<file path="config.mk">
export PLATFORM = sky130hd
export DESIGN_NAME = mux_nx1_scan
export DESIGN_NICKNAME = d
export VERILOG_FILES = /design/src/rtl/mux_pkg.sv /design/src/rtl/mux_scan_seq.sv /design/src/rtl/mux_nx1_scan.sv
export SDC_FILE = /design/constraint.sdc
export NUM_CORES = 1
export LEC_CHECK = 0
export CORE_AREA = 2 2 64 66
export DETAILED_ROUTE_END_ITERATION = 8
export DIE_AREA = 0 0 66 68
export GPL_ROUTABILITY_DRIVEN = 1
export GPL_TIMING_DRIVEN = 0
export PLACE_DENSITY = 0.67
export SYNTH_ARGS = -nofsm -noshare
export SYNTH_HDL_FRONTEND = slang
export SYNTH_SLANG_ARGS = --single-unit
</file>
<file path="constraint.sdc">
create_clock -name clk -period 7.05 [get_ports clk]
set_input_delay 1.41 -clock clk [delete_from_list [all_inputs] [get_ports clk]]
set_output_delay 1.41 -clock clk [all_outputs]
set_load 0.01 [all_outputs]
</file>
<file path="src/rtl/mux_pkg.sv">
// Shared definitions for the N:1 scanning multiplexer.
// Mode encodings, FSM state type and a width helper.
package mux_pkg;

    localparam logic MODE_DIRECT = 1'b0;
    localparam logic MODE_SCAN   = 1'b1;

    typedef enum logic [1:0] {
        IDLE   = 2'd0,
        DIRECT = 2'd1,
        SCAN   = 2'd2
    } state_t;

    // Never returns 0 so a select bus always has at least one bit.
    function automatic int clog2(input int n);
        int r;
        r = 0;
        for (int v = n - 1; v > 0; v = v >> 1) begin
            r++;
        end
        return (r == 0) ? 1 : r;
    endfunction

endpackage

</file>
<file path="src/rtl/mux_scan_seq.sv">
// Round-robin channel sequencer with per-channel dwell and wrap pulse.
// ch is the channel sampled this cycle (forced to 0 on restart).
module mux_scan_seq #(
    parameter int N       = 4,
    parameter int DWELL_W = 4,
    parameter int SEL_W   = 2
) (
    input  logic               clk,
    input  logic               rst,
    input  logic               run,
    input  logic               restart,
    input  logic [DWELL_W-1:0] dwell,
    output logic [SEL_W-1:0]   ch,
    output logic               wrap
);

    logic [SEL_W-1:0]   ch_q;
    logic [DWELL_W-1:0] dc_q;
    logic [DWELL_W-1:0] dc_cur;
    logic               adv;
    logic               last;

    assign ch     = restart ? '0 : ch_q;
    assign dc_cur = restart ? '0 : dc_q;
    // Live compare: lowering dwell below dc advances on the next edge.
    assign adv    = (dc_cur >= dwell);
    assign last   = (ch == SEL_W'(N - 1));

    always_ff @(posedge clk or posedge rst) begin
        if (rst) begin
            ch_q <= '0;
            dc_q <= '0;
            wrap <= 1'b0;
        end else begin
            wrap <= 1'b0;
            if (run) begin
                if (adv) begin
                    dc_q <= '0;
                    ch_q <= last ? '0 : ch + SEL_W'(1);
                    wrap <= last;
                end else begin
                    dc_q <= dc_cur + DWELL_W'(1);
                    ch_q <= ch;
                end
            end else if (restart) begin
                ch_q <= '0;
                dc_q <= '0;
            end
        end
    end

endmodule

</file>
<file path="src/rtl/mux_nx1_scan.sv">
// N-channel W-bit multiplexer with registered output, direct or scan mode.
// Output y/y_ch/y_valid reflect inputs sampled at the same clock edge.
module mux_nx1_scan
    import mux_pkg::*;
#(
    parameter int N       = 4,
    parameter int W       = 8,
    parameter int DWELL_W = 4,
    localparam int SEL_W  = clog2(N)
) (
    input  logic               clk,
    input  logic               rst,
    input  logic [N*W-1:0]     din,
    input  logic [SEL_W-1:0]   sel,
    input  logic               mode,
    input  logic [DWELL_W-1:0] dwell,
    input  logic               en,
    output logic [W-1:0]       y,
    output logic               y_valid,
    output logic [SEL_W-1:0]   y_ch,
    output logic               wrap
);

    state_t           state;
    state_t           nxt;
    logic             resume;
    logic             run;
    logic             restart;
    logic [SEL_W-1:0] ch;
    logic [SEL_W-1:0] idx;
    logic             idx_ok;
    logic [W-1:0]     mux_data;

    always_comb begin
        nxt = IDLE;
        if (en) begin
            nxt = (mode == MODE_SCAN) ? SCAN : DIRECT;
        end
    end

    // Scan resumes only if it was interrupted by idle with mode kept high.
    assign run     = (nxt == SCAN);
    assign restart = (nxt == DIRECT)
                   || (run && (state != SCAN) && !resume);

    mux_scan_seq #(
        .N       (N),
        .DWELL_W (DWELL_W),
        .SEL_W   (SEL_W)
    ) u_seq (
        .clk     (clk),
        .rst     (rst),
        .run     (run),
        .restart (restart),
        .dwell   (dwell),
        .ch      (ch),
        .wrap    (wrap)
    );

    assign idx    = (nxt == SCAN) ? ch : sel;
    assign idx_ok = (int'(idx) < N);

    always_comb begin
        mux_data = '0;
        for (int k = 0; k < N; k++) begin
            if (idx == SEL_W'(k)) begin
                mux_data = din[k*W +: W];
            end
        end
    end

    always_ff @(posedge clk or posedge rst) begin
        if (rst) begin
            state   <= IDLE;
            resume  <= 1'b0;
            y       <= '0;
            y_valid <= 1'b0;
            y_ch    <= '0;
        end else begin
            state <= nxt;
            if (run) begin
                resume <= 1'b1;
            end else if (nxt == DIRECT || mode == MODE_DIRECT) begin
                resume <= 1'b0;
            end
            unique case (nxt)
                IDLE: begin
                    y_valid <= 1'b0;
                end
                DIRECT: begin
                    y       <= mux_data;
                    y_ch    <= sel;
                    y_valid <= idx_ok;
                end
                SCAN: begin
                    y       <= mux_data;
                    y_ch    <= ch;
                    y_valid <= 1'b1;
                end
            endcase
        end
    end

endmodule
</file>
After elaboration in Yosys (flattened, before gate mapping)
Cells that the tools add are included.
{"block": "word_totals", "register_bits": 21, "inputBits": 42, "out_inout_bits": 12, "word_cells": 49}
{"block": "op_classes", "magnitude_cmp": 1, "reduce_logical": 10, "addsub": 2, "n_bitwise": 1, "mux": 20, "n_eq_ne": 7}
{"op": "$mux 8", "n": 4}
{"op": "$mux 2", "n": 7}
{"op": "$mux 4", "n": 3}
{"op": "$eq 2x2->1 const B", "n": 4}
{"op": "$add 4x1->4 const B", "n": 1}
{"op": "$eq 2x1->1 const B", "n": 2}
{"op": "$ge 4x4->1", "n": 1}
{"op": "$logic_not 2->1", "n": 2}
{"op": "$mux 1", "n": 4}
{"op": "$pmux 2 s2", "n": 1}
{"op": "$reduce_bool 2->1", "n": 2}
{"op": "$add 2x1->2 const B", "n": 1}
{"op": "$logic_and 1x1->1", "n": 2}
{"op": "$logic_or 1x1->1", "n": 2}
{"op": "$ne 2x2->1 const B", "n": 1}
{"op": "$pmux 1 s2", "n": 1}
{"op": "$reduce_or 2->1", "n": 1}
{"op": "$logic_not 1->1", "n": 1}
{"op": "$not 1->1", "n": 1}

Logic depth before layout (Yosys ltp)
Gate-level depths: netlist (run 1).
{"block": "depth", "word_depth": 13, "mapped_depth": 10, "mapped_depth_nobuf": 10}

By module
A second synthesis (run 1) with hierarchy kept.
{"block": "hier_totals", "cells_unflattened": 116, "hier_area_um2": 1227.4}
{"module": "mux_nx1_scan", "seq_area_each_um2": 350.3, "area_each_um2": 757.0, "cells_per_inst": 71, "instances": 1}
{"module": "mux_scan_seq", "seq_area_each_um2": 175.2, "area_each_um2": 470.5, "cells_per_inst": 45, "instances": 1}

Worst setup path before layout (run 1)
No wires, ideal clock.
{"block": "synth_path", "path_kind": "input-to-reg", "start": "input en", "end": "register u_seq.ch_q[1]", "path_buffers": 3, "arrival_ns": 3.410, "required_time_ns": 6.925, "setup_slack_ns": 3.515, "stages": 9, "setup_ns": 0.125, "path_cell_list": "buf_2 clkbuf_1 clkbuf_1 a21oi_1 ha_1 inv_1 o31a_1 a21oi_2 mux2_2"}
{"block": "synth_via", "elab_chain_cells": 10, "elab_cells_between_ends": 14, "cone_classes": "1 x add/sub; 1 x order compare; 3 x eq/ne; 6 x mux; 3 x reduce/logical"}
{"item": "from (decl)", "line": "mux_nx1_scan.sv:17", "rtl": "input logic en,"}
{"item": "$mux 2 (*)", "line": "mux_nx1_scan.sv:36", "rtl": "if (en) begin"}
{"item": "$eq 2x2->1", "line": "mux_nx1_scan.sv:42", "rtl": "assign run = (nxt == SCAN);"}
{"item": "$logic_and 1x1->1 (2 in series)", "line": "mux_nx1_scan.sv:44", "rtl": "|| (run && (state != SCAN) && !resume);"}
{"item": "$logic_or 1x1->1", "line": "mux_nx1_scan.sv:44"}
{"item": "$mux 2"}
{"item": "$add 2x1->2 / $eq 2x2->1 (equally long branches)", "line": "mux_scan_seq.sv:39, mux_scan_seq.sv:27"}
{"item": "$mux 2", "line": "mux_scan_seq.sv:39", "rtl": "ch_q <= last ? '0 : ch + SEL_W'(1);"}
{"item": "$mux 2", "line": "mux_scan_seq.sv:37", "rtl": "if (adv) begin"}
{"item": "$mux 2 (*)", "line": "mux_scan_seq.sv:36", "rtl": "if (run) begin"}
{"item": "to (signal assigned)", "line": "mux_scan_seq.sv:39"}
{"item": "to (signal assigned)", "line": "mux_scan_seq.sv:43", "rtl": "ch_q <= ch;"}
{"item": "to (decl)", "line": "mux_scan_seq.sv:17", "rtl": "logic [SEL_W-1:0] ch_q;"}
Mark *: on every way between the ends. The rest lies on a longest branch, timed or not.
A chain may end at the register's enable or synchronous reset.

Final worst setup path (run 1)
Same ends and word-level chain as after synthesis.

==> results.py, run 1 <==
metrics = {
    "logic_synthesis": {
        "ys_seq_elements": 21,
        "synth_edf_count": 0,
        "synth_cells": 163,
        "synth-compound-area-share": 0.251,
        "avgSynthCellArea_um2": 8.87,
        "ys_async_sr_fraction": 1.00,
        "synth.distinct_cells": 38,
        "ys_seq_area_frac": 0.364,
        "netlist_top_cells_area": "dfrtp_1 36%, inv_1 5.2%, o211ai_1 5.2%, a41oi_1 4.8%, ha_1 4.3%",
        "synth_common_cells": "21 x dfrtp_1, 20 x inv_1, 10 x nor2b_1, 10 x o211ai_1, 9 x nand3_1",
        "synth_flop_cell": "dfrtp_1",
        "muxShareOfSynthArea": 0.00779,
        "syn-num-nets": 210,
        "synth_most_common_cell": "dfrtp_1",
        "synth_area_leader_cell": "dfrtp_1",
        "ys_warn_count": 0,
        "yosysTopAreaCellShare": 0.364,
        "synthSimpleGateAreaFrac": 0.231,
        "synth_top_family_by_area": "compound AO/OA/AOI/OAI gates",
        "syn_area_um2": 1450,
        "synthAdderAreaFrac": 0.0502,
        "synth_xor_area_frac": 0.00606,
    },
    "floorplan": {
        "die-area_um2": 4490,
        "row_count": 23,
        "ioPinCount": 54,
        "start_util": 0.375,
        "core_area_um2": 3860,
        "die_h_um": 68,
        "die_x_um": 66,
    },
    "global_route": {
        "antenna_found_initial": 0,
        "grt_use_total": 0.185,
        "overflow": 0,
        "grt_pass1_wl_um": 6400,
        "grt_pass1_vias": 1365,
        "grt_max_degree": 22,
    },
    "clocking": {
        "cts_buffer_depth": 2,
        "cts_sinks": 21,
        "tritoncts": "done",
        "root_buffer": "clkbuf_8",
        "cts_htree_levels": 1,
        "cts_setup_buffers": 0,
        "cts-hold-fix-buffers": 0,
        "worst_setup_hold_path_clk_slew_ps": 80,
        "clock_latency_ps": 260,
        "cts_resized": 0,
        "cts_buffers": 3,
    },
    "timing": {
        "rsz0062_at_grt": "false",
        "hold_violations": 0,
        "setup_viol": 0,
        "relSlewSlack": 0.398,
        "min_period_ps": 3690,
        "fin_crit_sh": 0.523,
        "worst_pin_slew_ps": 899,
        "max_freq_mhz": 271,
        "tns_ps": 0,
        "hold_slack_ps": 523,
        "slew_viol_final": 0,
        "clock_skew_ps": 3.88,
    },
    "critical_path": {
        "path_max_fanout": 10,
        "crit_path_frequent_cell": "clkbuf_1",
        "cpMaxStageDelayCell": "clkbuf_1",
        "crit_path_max_incr_delay_ps": 430,
        "end_kind": "register",
        "required_ps": 7210,
        "path_class": "primary input to register",
        "crit_chain": "buf_2 > clkbuf_1 > clkbuf_1 > a21oi_1 > ha_1 > inv_1 > o31a_1 > a21oi_2 > mux2_2",
        "cp-start-kind": "primary input",
        "arrival_ps": 3840,
    },
    "cells_and_area": {
        "diodes": 0,
        "drive_above_1_share": 0.0688,
        "finalInstanceArea_um2": 2060,
        "nNetsFinal": 266,
        "final_core_utilization": 0.535,
        "syn2layout_area_growth_pct": 42.9,
    },
    "drt": {
        "ant_nets": 0,
        "wire_per_inst_um": 14.9,
        "routed_wl_um": 4000,
        "first_pass_iters": 4,
        "drt_iter0_drc": 75,
        "vias": 1422,
        "drcViolationCount": 0,
        "routed_via_density": 5.31,
    },
    "placed_design": {
        "dpl_cell_area_um2": 2020,
        "dp_hpwl_um": 3110,
        "gp_congestion": 0.773,
        "place.port_buffers": 51,
    },
    "status": {
        "status": "completed",
    },
    "min_path": {
        "hp-class": "register to register",
    },
    "pwr": {
        "powerDensity_nw_per_um2": 163,
        "ir_drop_mv": 0.0838,
        "p_leak_nw": 0.910,
    },
    "run": {
        "cap_viol_max_count": 0,
    },
}
==> critical path: cells and delay by family <==
kind	cells	cell delay, ps
buffers and inverters	4	1070
AOI/OAI and AO/OA	3	720
muxes	1	350
adders and majority gates	1	290
==> through the flow <==
stage	power [mW]	instances	setup WS (ps)
finish	0.337	268	3360
global route	0.358	268	3170
detailed placement	0.257	264	3050
global placement	0.253	264	3100
floorplan	0.203	163	3520
CTS	0.339	268	3340
==> final timing paths <==
check	from	end	slack [ps]	depth (start not counted)
setup / recovery	en	u_seq.ch_q[1]	3360	9
hold / removal	y_ch[0]	y_ch[0]	520	2
setup reg to reg	state[1]	u_seq.ch_q[1]	4350	9
hold reg to reg	y_ch[0]	y_ch[0]	520	2
max in group asynchronous	rst	y_ch[1]	4930	2
min in group asynchronous	rst	y_valid	1600	2
==> power breakdown <==
group	switching (mW)	internal, mW
clock network	0.0430	0.0394
registers	0.00867	0.134
logic	0.0501	0.0611
total	0.102	0.235
==> metal layers <==
metal	track usage	vias up	wire (µm)
li1	-	703	-
met1	0.229	672	1690
met2	0.333	41	2010
met3	0.0296	6	240
met4	0.0536	0	57
met5	0	-	0
==> kinds of logic (layout without fill, tap and decap cells) <==
family	after synthesis	in the layout
AO/OA/AOI/OAI	46	46
XOR/XNOR	1	1
adder cells (fa/ha/maj)	6	6
buffers and inverters	31	86
flip-flops	21	21
multiplexers	1	1
AND/OR/NAND/NOR	57	57
==> flip-flops by register name, summed over array words and instances, names as in the netlist <==
| signal | flops |
|---|---|
| y | 8 |
| u_seq.dc_q | 4 |
| state | 2 |
| resume | 1 |
| y_ch | 2 |
| y_valid | 1 |
| u_seq.wrap | 1 |
| u_seq.ch_q | 2 |
==> area by class of cell <==
| cell class | count | area (µm²) |
|---|---|---|
| Tap cell | 50 | 62.6 |
| Clock buffer | 3 | 41.3 |
| Sequential cell | 21 | 526 |
| Multi-Input combinational cell | 111 | 790 |
| Buffer | 11 | 55.1 |
| Clock inverter | 1 | 5.00 |
| Inverter | 20 | 75.1 |
| Timing Repair Buffer | 51 | 510 |
| Fill cell | 378 | 1790 |
==> placed cells by master (no fill, tap or decap), types with 2 or more instances in the layout <==
cell type / synthesis / final
buf_2: 2 / 2
nand2_1: 8 / 8
inv_1: 20 / 20
a41oi_1: 8 / 8
o21ai_0: 3 / 3
a21oi_1: 5 / 5
and3_1: 8 / 8
or4_1: 8 / 8
o211ai_1: 10 / 10
ha_1: 5 / 5
clkbuf_8: 0 / 3
nand3_1: 9 / 9
dfrtp_1: 21 / 21
and2_1: 4 / 4
nor2_1: 4 / 4
a31oi_1: 2 / 2
a21boi_0: 8 / 8
clkdlybuf4s50_1: 0 / 51
clkbuf_1: 7 / 7
nor2b_1: 10 / 10
nand2b_1: 2 / 2
(Power assumes the default switching activity.)
==> run 2: changes to the inputs <==
- PLACE_DENSITY: 0.67 -> 0.69
- clock period: 7.05 -> 3 ns (I/O delays scaled with it)
==> run 2 against run 1 <==
  * Register-to-register slack lost 4000 ps
  * Flip-flop and latch count unchanged
  * Final cell count unchanged
  * Cell area unchanged
  * Clock-buffer cell count grew 1
  * Combinational power is 130% higher
  * Clock skew decreased by 1.1 ps
  * Clock power rose by 130%
  * Critical path depth is the same
  * Total power grew 130%
  * Critical endpoint unchanged
  * Largest cell class unchanged
  * Highest routed layer unchanged
==> results.py, run 2 (synthesis results as in run 1) <==
metrics = {
    "pwr": {
        "ir_drop_mv": 0.167,
        "p_leak_nw": 0.910,
        "powerDensity_nw_per_um2": 379,
    },
    "timing": {
        "worst_pin_slew_ps": 902,
        "setup_viol": 0,
        "clock_skew_ps": 2.82,
        "slew_viol_final": 0,
        "min_period_ps": 2740,
        "rsz0062_at_grt": "false",
        "relSlewSlack": 0.396,
        "max_freq_mhz": 365,
        "hold_violations": 0,
        "fin_crit_sh": 0.913,
        "tns_ps": 0,
    },
    "clocking": {
        "cts-hold-fix-buffers": 0,
        "cts_setup_buffers": 0,
        "worst_setup_hold_path_clk_slew_ps": 80,
        "cts_htree_levels": 1,
        "clock_latency_ps": 260,
        "cts_buffers": 3,
        "cts_buffer_depth": 2,
        "root_buffer": "clkbuf_8",
        "cts_sinks": 21,
        "cts_resized": 0,
        "tritoncts": "done",
    },
    "critical_path": {
        "arrival_ps": 2890,
        "path_max_fanout": 10,
        "cp-start-kind": "primary input",
        "end_kind": "register",
        "worstRegToRegCells": 9,
        "timing.rr.start": "state[1]",
        "reg2reg_slack_ps": 350,
        "path_class": "primary input to register",
        "required_ps": 3150,
        "worstSetupStartpoint": "en",
        "rr_endpoint": "u_seq.ch_q[1]",
    },
    "floorplan": {
        "row_count": 23,
        "core_area_um2": 3860,
        "die-area_um2": 4490,
        "ioPinCount": 54,
        "start_util": 0.375,
        "die_x_um": 66,
        "die_h_um": 68,
    },
    "drt": {
        "drcViolationCount": 0,
        "ant_nets": 0,
        "vias": 1422,
        "first_pass_iters": 4,
        "wire_per_inst_um": 14.4,
        "routed_via_density": 5.31,
        "routed_wl_um": 3850,
        "drt_iter0_drc": 74,
    },
    "global_route": {
        "grt_max_degree": 22,
        "antenna_found_initial": 0,
        "grt_pass1_vias": 1394,
        "grt_use_total": 0.183,
        "grt_pass1_wl_um": 6350,
        "overflow": 0,
    },
    "status": {
        "status": "completed",
    },
    "min_path": {
        "hp-class": "register to register",
        "worst_hold_path.endpoint": "y_ch[0]",
        "holdPathStages": 2,
        "hp-start": "y_ch[0]",
    },
    "cells_and_area": {
        "final_cell_mix": "51 x clkdlybuf4s50_1, 21 x dfrtp_1, 20 x inv_1",
        "finalInstanceArea_um2": 2060,
        "final_common_cell": "clkdlybuf4s50_1",
        "nNetsFinal": 266,
        "syn2layout_area_growth_pct": 42.9,
        "top_register": "y",
        "largest_register_ffs": 8,
        "reg_top3": "y x8, u_seq.dc_q x4",
        "diodes": 0,
        "drive_above_1_share": 0.0688,
    },
    "placed_design": {
        "dpl_cell_area_um2": 2020,
        "gp_congestion": 0.872,
        "dp_hpwl_um": 2920,
        "place.port_buffers": 51,
    },
    "run": {
        "cap_viol_max_count": 0,
    },
}
[run 2: where the power goes]
group          internal, mW  switching (mW)
Clock                0.0945          0.0933
Combinational         0.144           0.115
Sequential            0.316          0.0205
[run 2: cell type report]
type                            count  area, µm²
Buffer                             11       56.3
Clock buffer                        4       45.0
Fill cell                         390       1790
Inverter                           20       75.1
Multi-Input combinational cell    111        790
Sequential cell                    21        526
Tap cell                           50       62.6
Timing Repair Buffer               51        510
[run 2: how the worst max path moves through the flow]
stage                                to  slack, ps  cells past startpoint
after CTS                 u_seq.ch_q[1]         60                      9
after detailed placement  u_seq.ch_q[1]       -210                      9
final                     u_seq.ch_q[1]        260                      9
after global placement    u_seq.ch_q[1]       -210                      9
after global routing      u_seq.ch_q[1]         80                      9
after floorplan           u_seq.ch_q[1]        280                      9
[run 2: stage by stage]
step | instances | utilization | power [mW] | hold slack (ps) | worst slack, ps
after global placement | 264 | 0.523 | 0.598 | 499 | -208
final | 268 | 0.535 | 0.783 | 531 | 261
after global routing | 268 | 0.535 | 0.832 | 581 | 77.5
after floorplan | 163 | - | 0.477 | 470 | 275
after detailed placement | 264 | 0.523 | 0.600 | 516 | -210
after CTS | 268 | 0.535 | 0.787 | 534 | 64.7
[run 2: metal layers]
metal / GRT usage / vias up / wire length (µm)
met5: 0 / - / 0
met4: 0.0485 / 0 / 23
met3: 0.0230 / 2 / 298
met2: 0.342 / 49 / 1910
met1: 0.222 / 666 / 1620
li1: - / 705 / -
[run 2: worst max-delay path, cell delays in order]
cell and delay, ps:
buf_2 180, clkbuf_2 280, clkbuf_1 410, a21oi_1 130, ha_1 290, inv_1 60
o31a_1 350, a21oi_2 230, mux2_2 350
==> run 3: changes to the inputs <==
- RECOVER_POWER: not set -> 50
==> run 3 against run 2 <==
  * Flip-flop and latch count did not move
  * Maximum frequency did not move
  * Cell area did not move
  * Sequential power barely moved
  * Sequential share of layout area did not move
  * Clock skew did not move
  * Critical path depth did not move
  * Die area did not move
  * First-iteration DRC count did not move
  * Worst hold slack did not move
  * Worst setup slack did not move
==> results.py, run 3 (synthesis results as in run 1) <==
metrics = {
    "pwr": {
        "p_leak_nw": 0.914,
        "powerDensity_nw_per_um2": 379,
        "ir_drop_mv": 0.167,
        "p_total_mw": 0.782,
    },
    "critical_path": {
        "endpoint": "u_seq.ch_q[1]",
        "rr_endpoint": "u_seq.ch_q[1]",
        "end_kind": "register",
        "path_max_fanout": 10,
        "worstSetupStartpoint": "en",
        "worstRegToRegCells": 9,
        "required_ps": 3150,
        "cp-start-kind": "primary input",
        "timing.rr.start": "state[1]",
        "reg2reg_slack_ps": 350,
        "path_class": "primary input to register",
        "arrival_ps": 2890,
    },
    "clocking": {
        "cts_buffer_depth": 2,
        "tritoncts": "done",
        "cts-hold-fix-buffers": 0,
        "cts_setup_buffers": 0,
        "cts_buffers": 3,
        "cts_sinks": 21,
        "root_buffer": "clkbuf_8",
        "worst_setup_hold_path_clk_slew_ps": 80,
        "clock_latency_ps": 260,
        "cts_htree_levels": 1,
        "cts_resized": 0,
    },
    "timing": {
        "min_period_ps": 2740,
        "tns_ps": 0,
        "hold_violations": 0,
        "clock_skew_ps": 2.82,
        "rsz0062_at_grt": "false",
        "fin_crit_sh": 0.913,
        "relSlewSlack": 0.396,
        "setup_viol": 0,
        "max_freq_mhz": 365,
        "slew_viol_final": 0,
        "worst_pin_slew_ps": 902,
    },
    "floorplan": {
        "die-area_um2": 4490,
        "die_x_um": 66,
        "row_count": 23,
        "start_util": 0.375,
        "core_area_um2": 3860,
        "die_h_um": 68,
        "ioPinCount": 54,
    },
    "global_route": {
        "grt_use_met3": 0.0230,
        "antenna_found_initial": 0,
        "met2_usage": 0.342,
        "grt_max_degree": 22,
        "overflow": 0,
        "top_usage_layer": "met2",
        "gr-usage-met1": 0.222,
        "grt_use_total": 0.183,
        "grt_pass1_vias": 1394,
        "grt_pass1_wl_um": 6350,
    },
    "cells_and_area": {
        "top_register": "y",
        "n_fill_cell": 390,
        "diodes": 0,
        "drive_above_1_share": 0.0688,
        "instances_no_fill": 268,
        "syn2layout_area_growth_pct": 42.9,
        "final_core_utilization": 0.535,
        "reg_top3": "y x8, u_seq.dc_q x4",
        "final_common_cell": "clkdlybuf4s50_1",
        "nNetsFinal": 266,
        "multiInputGateArea_um2": 790,
        "ff_latch_area_um2": 526,
        "largest_register_ffs": 8,
        "final_cell_mix": "48 x clkdlybuf4s50_1, 21 x dfrtp_1, 20 x inv_1",
    },
    "placed_design": {
        "gp_congestion": 0.872,
        "place.port_buffers": 51,
        "dp_hpwl_um": 2920,
        "dpl.cell_count": 264,
    },
    "drt": {
        "first_pass_iters": 4,
        "drcViolationCount": 0,
        "drt_iter0_drc": 74,
        "wire_per_inst_um": 14.4,
        "routed_wl_um": 3850,
        "routed_via_density": 5.31,
        "vias": 1422,
        "ant_nets": 0,
    },
    "min_path": {
        "hp-class": "register to register",
    },
    "run": {
        "cap_viol_max_count": 0,
    },
    "status": {
        "status": "completed",
    },
}
## run 3: cell types whose count changed in the layout (fill, tap and decap cells not counted)
cell             previous run  this run
dlygate4sd3_1               0         3
clkdlybuf4s50_1            51        48
## run 3: per-layer routing
metal	vias to the layer above	part of all wire
met5	-	0
met4	0	0.0060
met3	2	0.077
met2	49	0.50
met1	666	0.42
li1	705	-
## run 3: cell type report
type | count | area share
Tap cell | 50 | 0.0303
Timing Repair Buffer | 51 | 0.247
Sequential cell | 21 | 0.255
Buffer | 11 | 0.0273
Inverter | 20 | 0.0364
Multi-Input combinational cell | 111 | 0.382
Clock buffer | 4 | 0.0218
## run 3: worst max-delay path: stages
cell      delay, ps
buf_2           180
clkbuf_2        280
clkbuf_1        410
a21oi_1         130
ha_1            290
inv_1            60
o31a_1          350
a21oi_2         230
mux2_2          350
## run 3: through the flow
step	instance area (µm²)	setup WS, ps	hold WS, ps
after floorplan	1450	275	470
after global placement	2020	-208	499
after detailed placement	2020	-210	516
after CTS	2060	64.7	534
after global routing	2060	77.5	581
final	2060	261	531
## run 3: power by group
| part | total [mW] | internal, mW | switching, mW |
|---|---|---|---|
| Sequential | 0.336 | 0.316 | 0.0205 |
| Combinational | 0.258 | 0.143 | 0.115 |
| Clock | 0.188 | 0.0945 | 0.0933 |
## run 3: worst min path at each step
stage                  start            end  slack [ps]  depth (start not counted)
6_report             y_ch[0]        y_ch[0]         530                          2
5_1_grt              y_ch[0]        y_ch[0]         580                          2
4_1_cts              y_ch[0]        y_ch[0]         530                          2
3_5_place_dp         y_ch[0]        y_ch[0]         520                          2
3_3_place_gp         y_ch[0]        y_ch[0]         500                          2
2_1_floorplan  u_seq.dc_q[1]  u_seq.dc_q[1]         470                          1
